`config.mk`:
```
export PLATFORM = sky130hd
export DESIGN_NAME = mem_access_stage
export DESIGN_NICKNAME = d
export VERILOG_FILES = /design/src/rtl/mem_access_stage.sv
export SDC_FILE = /design/constraint.sdc
export NUM_CORES = 1
export LEC_CHECK = 0
export CORE_MARGIN = 2
export CORE_UTILIZATION = 30
export CTS_CLUSTER_SIZE = 28
export DETAILED_ROUTE_END_ITERATION = 12
export PLACE_DENSITY = 0.57
export SLEW_MARGIN = 5
export SYNTH_ARGS = -nofsm -noshare
export SYNTH_HDL_FRONTEND = slang
export SYNTH_SLANG_ARGS = --single-unit
```
`constraint.sdc`:
```
create_clock -name ma_clk -period 3.1 [get_ports ma_clk]
set_input_delay 0.775 -clock ma_clk [delete_from_list [all_inputs] [get_ports ma_clk]]
set_output_delay 0.775 -clock ma_clk [all_outputs]
set_load 0.1 [all_outputs]
```
`src/rtl/mem_access_stage.sv`:
```
// Load/store issue and write-back: ALU results after 1 cycle, memory ops 1 cycle after ack; ma_o_stall held while a request is open.
// Optional MEM_ACCESS_MISALIGN_EN: misaligned H/W accesses trap (no request, flush pulse) instead of being forced aligned.
module mem_access_stage #(
  parameter int DWIDTH  = 32,
  parameter int AWIDTH  = 5,
  parameter int MAWIDTH = 32
) (
  input  logic               ma_clk,
  input  logic               ma_rst,
  input  logic               ma_i_ce,
  input  logic               ma_i_stall,
  input  logic               ma_i_flush,
  input  logic               ma_i_load,
  input  logic               ma_i_store,
  input  logic [2:0]         ma_i_funct3,
  input  logic [MAWIDTH-1:0] ma_i_addr,
  input  logic [DWIDTH-1:0]  ma_i_wdata,
  input  logic [AWIDTH-1:0]  ma_i_rd_addr,
  input  logic [DWIDTH-1:0]  ma_i_rd_data,
  input  logic               ma_i_rd_we,
  output logic               ma_o_req,
  output logic               ma_o_we,
  output logic [MAWIDTH-1:0] ma_o_addr,
  output logic [DWIDTH-1:0]  ma_o_wdata,
  output logic [3:0]         ma_o_wsel,
  input  logic               ma_i_ack,
  input  logic [DWIDTH-1:0]  ma_i_rdata,
  output logic [AWIDTH-1:0]  ma_o_rd_addr,
  output logic [DWIDTH-1:0]  ma_o_rd_data,
  output logic               ma_o_rd_we,
  output logic               ma_o_ce,
  output logic               ma_o_stall,
  output logic               ma_o_flush
);
  typedef enum logic {S_IDLE, S_WAIT} state_t;
  localparam logic [1:0] SZ_B = 2'd0;
  localparam logic [1:0] SZ_H = 2'd1;
  localparam logic [1:0] SZ_W = 2'd2;

  state_t             state_q;
  logic [MAWIDTH-1:0] req_addr_q;
  logic               req_we_q;
  logic [3:0]         req_wsel_q;
  logic [DWIDTH-1:0]  req_wdata_q;
  logic [1:0]         ld_off_q;
  logic [1:0]         ld_size_q;
  logic               ld_uns_q;
  logic [AWIDTH-1:0]  pend_rd_addr_q;
  logic               pend_rd_we_q;
  logic               kill_q;
  logic [AWIDTH-1:0]  rd_addr_q;
  logic [DWIDTH-1:0]  rd_data_q;
  logic               rd_we_q;
  logic               ce_q;
  logic               flush_q;

  logic               in_wait, mem_op, accept, misal, issue, done, kill;
  logic [1:0]         in_size, in_off, cur_off, cur_size;
  logic               cur_uns, cur_we, cur_rd_we;
  logic [AWIDTH-1:0]  cur_rd_addr;
  logic [3:0]         in_wsel;
  logic [DWIDTH-1:0]  in_wdata, ld_val;
  logic [MAWIDTH-1:0] in_addr;
  logic [7:0]         lane_b;
  logic [15:0]        lane_h;

  always_comb begin
    in_wait = (state_q == S_WAIT);
    mem_op  = ma_i_load | ma_i_store;
    accept  = ma_rst & ~in_wait & ma_i_ce & ~ma_i_stall & ~ma_i_flush;
    case (ma_i_funct3[1:0])
      2'b00:   in_size = SZ_B;
      2'b01:   in_size = SZ_H;
      default: in_size = SZ_W;
    endcase
`ifdef MEM_ACCESS_MISALIGN_EN
    misal = mem_op & (((in_size == SZ_H) & ma_i_addr[0]) |
                      ((in_size == SZ_W) & (ma_i_addr[1:0] != 2'b00)));
`else
    misal = 1'b0;
`endif
    issue = accept & mem_op & ~misal;
    // Lane offset already reflects natural alignment, so H/W ignore the low address bits
    case (in_size)
      SZ_B: begin
        in_off   = ma_i_addr[1:0];
        in_wsel  = 4'b0001 << in_off;
        in_wdata = {(DWIDTH/8){ma_i_wdata[7:0]}};
      end
      SZ_H: begin
        in_off   = {ma_i_addr[1], 1'b0};
        in_wsel  = 4'b0011 << in_off;
        in_wdata = {(DWIDTH/16){ma_i_wdata[15:0]}};
      end
      default: begin
        in_off   = 2'b00;
        in_wsel  = 4'b1111;
        in_wdata = ma_i_wdata;
      end
    endcase
    in_addr     = {ma_i_addr[MAWIDTH-1:2], 2'b00};
    cur_off     = in_wait ? ld_off_q       : in_off;
    cur_size    = in_wait ? ld_size_q      : in_size;
    cur_uns     = in_wait ? ld_uns_q       : ma_i_funct3[2];
    cur_we      = in_wait ? req_we_q       : ma_i_store;
    cur_rd_we   = in_wait ? pend_rd_we_q   : ma_i_rd_we;
    cur_rd_addr = in_wait ? pend_rd_addr_q : ma_i_rd_addr;
    kill        = in_wait & (kill_q | ma_i_flush);
    done        = (issue | in_wait) & ma_i_ack;
    lane_b      = ma_i_rdata[{cur_off, 3'b000} +: 8];
    lane_h      = ma_i_rdata[{cur_off[1], 4'b0000} +: 16];
    case (cur_size)
      SZ_B:    ld_val = cur_uns ? {{(DWIDTH-8){1'b0}}, lane_b} : {{(DWIDTH-8){lane_b[7]}}, lane_b};
      SZ_H:    ld_val = cur_uns ? {{(DWIDTH-16){1'b0}}, lane_h} : {{(DWIDTH-16){lane_h[15]}}, lane_h};
      default: ld_val = ma_i_rdata;
    endcase
  end

  always_ff @(posedge ma_clk or negedge ma_rst) begin
    if (!ma_rst) begin
      state_q        <= S_IDLE;
      req_addr_q     <= '0;
      req_we_q       <= 1'b0;
      req_wsel_q     <= '0;
      req_wdata_q    <= '0;
      ld_off_q       <= '0;
      ld_size_q      <= '0;
      ld_uns_q       <= 1'b0;
      pend_rd_addr_q <= '0;
      pend_rd_we_q   <= 1'b0;
      kill_q         <= 1'b0;
      rd_addr_q      <= '0;
      rd_data_q      <= '0;
      rd_we_q        <= 1'b0;
      ce_q           <= 1'b0;
      flush_q        <= 1'b0;
    end else begin
      ce_q    <= 1'b0;
      flush_q <= ma_i_flush | (accept & misal);
      if (done) begin
        state_q   <= S_IDLE;
        ce_q      <= ~kill;
        rd_addr_q <= cur_rd_addr;
        rd_we_q   <= ~kill & ~cur_we & cur_rd_we;
        rd_data_q <= cur_we ? '0 : ld_val;
      end else if (issue) begin
        state_q        <= S_WAIT;
        req_addr_q     <= in_addr;
        req_we_q       <= ma_i_store;
        req_wsel_q     <= in_wsel;
        req_wdata_q    <= in_wdata;
        ld_off_q       <= in_off;
        ld_size_q      <= in_size;
        ld_uns_q       <= ma_i_funct3[2];
        pend_rd_addr_q <= ma_i_rd_addr;
        pend_rd_we_q   <= ma_i_rd_we;
        kill_q         <= 1'b0;
      end else if (in_wait) begin
        if (ma_i_flush) kill_q <= 1'b1;
      end else if (accept) begin
        // ALU result, or a trapped misaligned access that retires without writing
        ce_q      <= 1'b1;
        rd_addr_q <= ma_i_rd_addr;
        rd_we_q   <= ma_i_rd_we & ~misal;
        rd_data_q <= ma_i_rd_data;
      end
    end
  end

  assign ma_o_req     = issue | in_wait;
  assign ma_o_we      = in_wait ? req_we_q    : ma_i_store;
  assign ma_o_addr    = in_wait ? req_addr_q  : in_addr;
  assign ma_o_wdata   = in_wait ? req_wdata_q : in_wdata;
  assign ma_o_wsel    = in_wait ? req_wsel_q  : in_wsel;
  assign ma_o_stall   = ma_i_stall | in_wait | (issue & ~ma_i_ack);
  assign ma_o_rd_addr = rd_addr_q;
  assign ma_o_rd_data = rd_data_q;
  assign ma_o_rd_we   = rd_we_q;
  assign ma_o_ce      = ce_q;
  assign ma_o_flush   = flush_q;
endmodule

```
==> results.md, run 1 <==
* Hold path start: pend_rd_we_q
* CP required at about 2.3 ns
* CTS tree: built
* Post-synth top area share at between 40% and 50%
* Slowest stage cell, crit path: clkdlybuf4s50_1
* Combinational power share at a little over two fifths
* Period utilisation layout at 97.9%
* Dpl hpwl at 17000 microns
* Cell family with most CP delay: simple AND/OR/NAND/NOR gates
* Rows at between 50 and 60
* Vias in the first global route at ~6600
* Worst ir drop on vdd at 0.355 mV
* Count of cell types in the netlist at 55
* Worst reg2reg path depth at 5
* Gr busiest metal: met2
* Pin count of the biggest net entering global routing at roughly 120
* RSZ-0062 raised after global routing: no
* Max incr delay on CP at approximately 0.44 ns
* RR Endpoint: ma_o_rd_data[13]
* Leading area contributor after synthesis: dfrtp_1
* Worst Path Buf+Inv at 2
* PnR worst setup slack at roughly 0.064 ns
* Peak Freq at ~330 MHz
* Clock Skews at between 0.008 and 0.009 ns
* First-pass GRT wire length at ~37000 microns
* Clock Latency Late Sink at a little over 0.4 ns
* Internal at about 4200 uW
* YS warnings at 0
* Worst hold path class: flop to flop
* Clock share of power at between 20% and 30%
* Final hold vios at 0
* Syn avg cell area at approximately 9.0 sq um
* Reg clk slew, reported paths at ~0.05 ns
* FF-to-FF Start: in_wait
* Global routing usage on met2 at between 30% and 40%
* CP arrival at between 2 and 2.5 ns
* Max-slew violation count at 0
* Startpoint types: input pin
* Clock root buffer: clkbuf_16
* Clock buffer depth at 2
* Yosys reg bits at between 100 and 150
* Primary FF master, synth: dfrtp_1
* Met1 Use GR at between 20 and 30%
* Die ar. at approximately 0.023 sq mm
* Cell area after synthesis at 0.00665 sq mm
* Fin util at roughly half
* Core ar. at around 0.022 sq mm
* Inserted Clock Buffers at 17
* Via count at roughly 6400
* Setup_tns at 0 ns
* Routed WL at about 23000 microns
* Die Y-Extent at approximately 150 microns
* Routed len/inst at 18.1 microns
* Synthesized instance count at about 740
* GRT Total Usage at roughly a fifth
* Initial Util at approximately 30%
* Worst hold stages at 2
* Outcome: completed
* Filler instances at 2035
* Nets@finish at 1149
* Power Density at ~650 mW/mm^2
* Tightest Pin Transition at about 0.7 ns
* Clock sinks at 120
* Initial antenna violation count at 0
* CP Max Fanout at 2
* IO Pins at about 260
* EDFF count, synth at 0
* GR Overflow Total at 0
* Cells after DPL at between 1000 and 1500
* Global Route met3 Usage at approximately 7.8%
* DR vias/cell at around 5
* DR iter-0 viols at ~300
* DRC at 0
* Post-synth ARST share at 100%
* GPL Wtd Cong at 0.850
* Antenna cells at 0
* Final non-filler cell total at around 1300
* # port buffers at approximately 250
* Critical Setup Path Class: input pin to output pin
* WHS Endpoint: pend_rd_we_q
* Worst path cell trace: clkdlybuf4s50_1 -> nand3b_1 -> or3_1 -> nor3_2 -> or3_4 -> buf_12
* Leak pwr at between 0.005 and 0.006 uW
* Part of the power in registers at between 20 and 30%
* R2r setup slk at between 0.7 and 0.8 ns
* Area grow syn2layout at 66.0%
* DRT antenna net count at 0
* Layout cell share with drive strength beyond 1 at between 20 and 30%
* Slew headroom at 53.6%
* Sw frac at a little over two fifths
* Placement Setup Slack at -0.188 ns
* H-tree depth at 4
* Die X at around 150 microns
* Max cap viols at 0
* Worst hold slack at 0.466 ns
* Switching Power at around 3000 uW
* CP endpoint kind: output pin
* 1st-pass router iterations at 5
* Sequential fraction of the synthesis area at 45.1%
* Fin crit period at approximately 3.0 ns
* Synth area leaders: dfrtp_1, nand2_1, mux2_2, mux2i_1, o21ai_0
* Setup violators final at 0
==> cells in the mapped netlist, drive strengths merged, types with 5 or more instances <==
| library cell | number |
|---|---|
| clkbuf | 33 |
| a22oi | 23 |
| nand2 | 233 |
| buf | 18 |
| o221ai | 7 |
| nand3 | 47 |
| mux2i | 25 |
| nor2 | 31 |
| a21oi | 22 |
| o2111ai | 5 |
| dfrtp | 120 |
| o21ai | 42 |
| mux2 | 76 |
==> worst max path at each step <==
| stage | start | to | slack (ns) | cells past startpoint |
|---|---|---|---|---|
| final | ma_i_flush | ma_o_stall | 0.06 | 6 |
| after CTS | ma_i_flush | ma_o_stall | 0.03 | 6 |
| after global routing | ma_i_flush | ma_o_stall | 0.007 | 6 |
| after floorplan | in_wait | ma_o_wdata[4] | -0.02 | 5 |
| after global placement | ma_i_funct3[0] | ma_o_rd_data[13] | -0.13 | 7 |
| after detailed placement | ma_i_funct3[0] | ma_o_rd_data[13] | -0.19 | 7 |
==> cell usage in the layout (no fill, tap or decap), types with 4 or more instances in the layout <==
cell type / instances
a22oi_1: 23
nand3_1: 37
o221ai_1: 7
dfrtp_1: 119
o2111ai_1: 5
nand3_2: 10
mux2_2: 76
o21ai_4: 8
clkdlybuf4s50_1: 141
buf_12: 73
a21oi_1: 19
nand2_1: 233
o21ai_0: 33
clkinv_2: 4
buf_4: 80
clkbuf_16: 17
nor2_1: 31
mux2i_1: 25
==> power groups by stage <==
stage	Sequential, uW	Clock (uW)	Combinational [uW]
global placement	2140	0	2990
finish	2120	2060	3000
CTS	2120	2120	3010
floorplan	3040	0	1140
detailed placement	2140	0	3010
global route	2160	2170	3140
==> worst min-delay path, delay by kind of cell, from the launching register on <==
kind	cells	cell delay (ns)
flip-flops	1	0.33
AND/OR/NAND/NOR	2	0.10
==> state kept, by name, summed over array words and instances (netlist names) <==
| name | flops |
|---|---|
| ma_o_rd_data | 32 |
| req_wdata_q | 32 |
| req_addr_q | 30 |
| ma_o_rd_addr | 5 |
| pend_rd_addr_q | 5 |
| req_wsel_q | 4 |
| ld_off_q | 2 |
| ld_size_q | 2 |
| in_wait | 1 |
| kill_q | 1 |
| ld_uns_q | 1 |
| ma_o_ce | 1 |
| ma_o_flush | 1 |
| ma_o_rd_we | 1 |
| pend_rd_we_q | 1 |
| req_we_q | 1 |
==> metrics by stage <==
stage / area, sq um / total power, uW
final: 11000 / 7170
after floorplan: 6780 / 4180
after detailed placement: 10400 / 5150
after global placement: 10400 / 5130
after global routing: 11000 / 7470
after CTS: 11000 / 7260
==> cells by family (layout without fill, tap and decap cells) <==
group           count (synthesis)  count (layout)  share of synthesized area (%)
other cells                     1               2                         0.0564
mux                           101             101                           16.6
simple gates                  335             335                           21.8
compound gates                127             127                           12.9
flops                         120             120                           45.1
buf+inv                        55             332                           3.42
==> layer usage <==
layer  up-vias  routed length [microns]
met5         -                        0
met4         0                      276
met3        18                     2120
met2       261                    10900
met1      3065                    10100
li1       3093                        -
==> cell type report <==
class	count	area (sq um)	share of cell area, %
Multi-Input combinational cell	565	3580	32.4
Timing Repair Buffer	296	3490	31.6
Sequential cell	120	3010	27.2
Clock buffer	20	457	4.14
Tap cell	280	350	3.17
Clock inverter	12	150	1.36
Inverter	4	15.0	0.136
==> repair_timing <==
| item | in CTS | in global routing |
|---|---|---|
| pin swaps | 0 | 0 |
| setup endpoints to repair | 16 | 1 |
| buffers inserted | 0 | 0 |
| gates cloned | 0 | 0 |
| hold buffers | 0 | 0 |
| resized for setup | 1 | 1 |
Power figures use the tool's default switching activity.
==> run 2, diff against run 1 <==
- HOLD_SLACK_MARGIN: unset -> 0.03
==> results of run 2 <==
Final layout, timing and power as in run 1 (identical DEF).
==> run 3, diff against run 2 <==
- CORE_UTILIZATION: 30 -> 45
- PLACE_DENSITY: 0.57 -> 0.81
==> run 3 against run 2 <==
Clock-buffer cell count increased by 5. Setup slack improved by 0.027 ns. Clock power about the same. Combinational power hardly changed. Largest cell class unchanged. Fmax grew 0.90%. Core utilization up 25 points. Sequential share of layout area up 0.35 points. Flip-flop and latch count unchanged. Die area shrank 33%. Power is essentially flat. Register-to-register slack got worse by 0.06 ns. Critical endpoint is now ma_o_wdata[12]. Clock skew decreased by 0.0011 ns.
==> results.md, run 3 (synthesis results as in run 1) <==
* Outcome: completed
* DRC at 0
* Leak pwr at slightly above 0.005 uW
* RSZ-0062 raised after global routing: no
* Most frequent cell on the critical path: mux2_2
* Initial antenna violation count at 0
* Fin util at 75.3%
* Max-slew violation count at 0
* Layout cell share with drive strength beyond 1 at between 20 and 30%
* H-tree depth at 4
* Cell family with most CP delay: buffers and inverters
* Clock Skews at 0.00771 ns
* Period utilisation layout at 97.0%
* Clock sinks at between 100 and 150
* Tightest Pin Transition at 0.868 ns
* CP endpoint kind: output pin
* Worst hold path class: flop to flop
* Max incr delay on CP at between 0.3 and 0.4 ns
* Routed len/inst at roughly 19 microns
* R2r setup slk at between 0.6 and 0.7 ns
* Cells after DPL at around 1200
* Setup_tns at 0 ns
* Filler instances at between 1000 and 1500
* Initial Util at 46.0%
* DR vias/cell at between 5 and 6
* Inserted Clock Buffers at 17
* First-pass GRT wire length at 36300 microns
* Vias in the first global route at just under 7000
* Clock buffer depth at 2
* Nets@finish at between 1000 and 1500
* GRT Total Usage at between 20 and 30%
* Core ar. at around 0.014 sq mm
* 1st-pass router iterations at 5
* CP required at about 2.3 ns
* CP arrival at ~2.2 ns
* Worst ir drop on vdd at roughly 0.37 mV
* Die Y-Extent at 126 microns
* Via count at roughly 6700
* Dpl hpwl at ~17000 microns
* Startpoint types: input pin
* Fin crit period at 3.01 ns
* Worst Path Buf+Inv at 3
* Setup violators final at 0
* Final non-filler cell total at 1200
* Peak Freq at 332 MHz
* Reg area at 0.00301 sq mm
* # port buffers at roughly 250
* Pin count of the biggest net entering global routing at between 80 and 90
* GPL Wtd Cong at about 0.96
* Die X at roughly 130 microns
* Antenna cells at 0
* Power Density at 658 mW/mm^2
* Setup Buffers After CTS at 0
* CTS tree: built
* Max cap viols at 0
* Pwr Total at between 7000 and 8000 uW
* Multi-input gate area at 0.00357 sq mm
* CP Max Fanout at 8
* DRT antenna net count at 0
* Most frequent cells in the layout: nand2_1, clkdlybuf4s50_1, dfrtp_1
* Worst path cell trace: dlygate4sd2_1 -> nor2_1 -> buf_4 -> mux2_2 -> mux2_2 -> buf_12
* Clock root buffer: clkbuf_16
* GR Overflow Total at 0
* Commonest non-fill, non-tap cell in the layout: nand2_1
* DR iter-0 viols at approximately 430
* Final hold vios at 0
* Slew headroom at a little over two fifths
* Routed WL at between 20000 and 25000 microns
* IO Pins at ~260
* Slowest stage cell, crit path: mux2_2
* Rows at 44
* Critical Setup Path Class: input pin to output pin
* Die ar. at 0.0158 sq mm
* Clock Latency Late Sink at about 0.41 ns
* Reg clk slew, reported paths at 0.05 ns
* Area grow syn2layout at 63.9%
==> run 3: worst reg2reg max path: stages (launching register included) <==
cell      delay, ns
dfrtp_4        0.64
or4b_1         0.62
and3_4         0.23
o32a_4         0.33
nand3_1        0.29
o221ai_1       0.20
==> run 3: final cells by class <==
cell class,instances,area share [%]
Clock buffer,25,4.54
Tap cell,184,2.11
Inverter,4,0.138
Multi-Input combinational cell,565,32.7
Clock inverter,7,1.06
Sequential cell,120,27.6
Timing Repair Buffer,295,31.8
==> run 3: path summary, 6_finish.rpt <==
check / from / end / cells after the start
worst min register to register: pend_rd_we_q / pend_rd_we_q / 2
worst max-delay path: ma_i_funct3[1] / ma_o_wdata[12] / 6
worst max register to register: in_wait / ma_o_rd_data[10] / 5
min in group asynchronous: ma_rst / req_wdata_q[2] / 2
worst min-delay path: pend_rd_we_q / pend_rd_we_q / 2
max in group asynchronous: ma_rst / in_wait / 3
==> run 3: per-stage QoR <==
step	setup WS, ns	area, sq um	hold WS, ns
floorplan	-0.0157	6780	0.438
global placement	-0.153	10300	0.451
detailed placement	-0.201	10300	0.455
CTS	0.0920	10900	0.468
global route	0.0497	10900	0.488
finish	0.0917	10900	0.464
==> run 3: repair_timing <==
item | 4_1_cts | 5_1_grt
setup endpoints to repair | 22 | 0
resized for setup | 2 | 0
hold buffers | 0 | 0
==> run 3: report_power, final <==
group | internal, uW | switching [uW] | leakage, uW
sequential | 1930 | 221 | 0.00153
clock | 1350 | 698 | 0.000293
combinational | 925 | 2060 | 0.00322
==> run 3: routing by layer <==
layer	share of wire, %	up-vias	track usage [%]
met1	40	3184	36.0
met4	3.1	0	12.0
met3	10	49	10.1
li1	-	3103	-
met2	47	333	46.3
met5	0	-	0
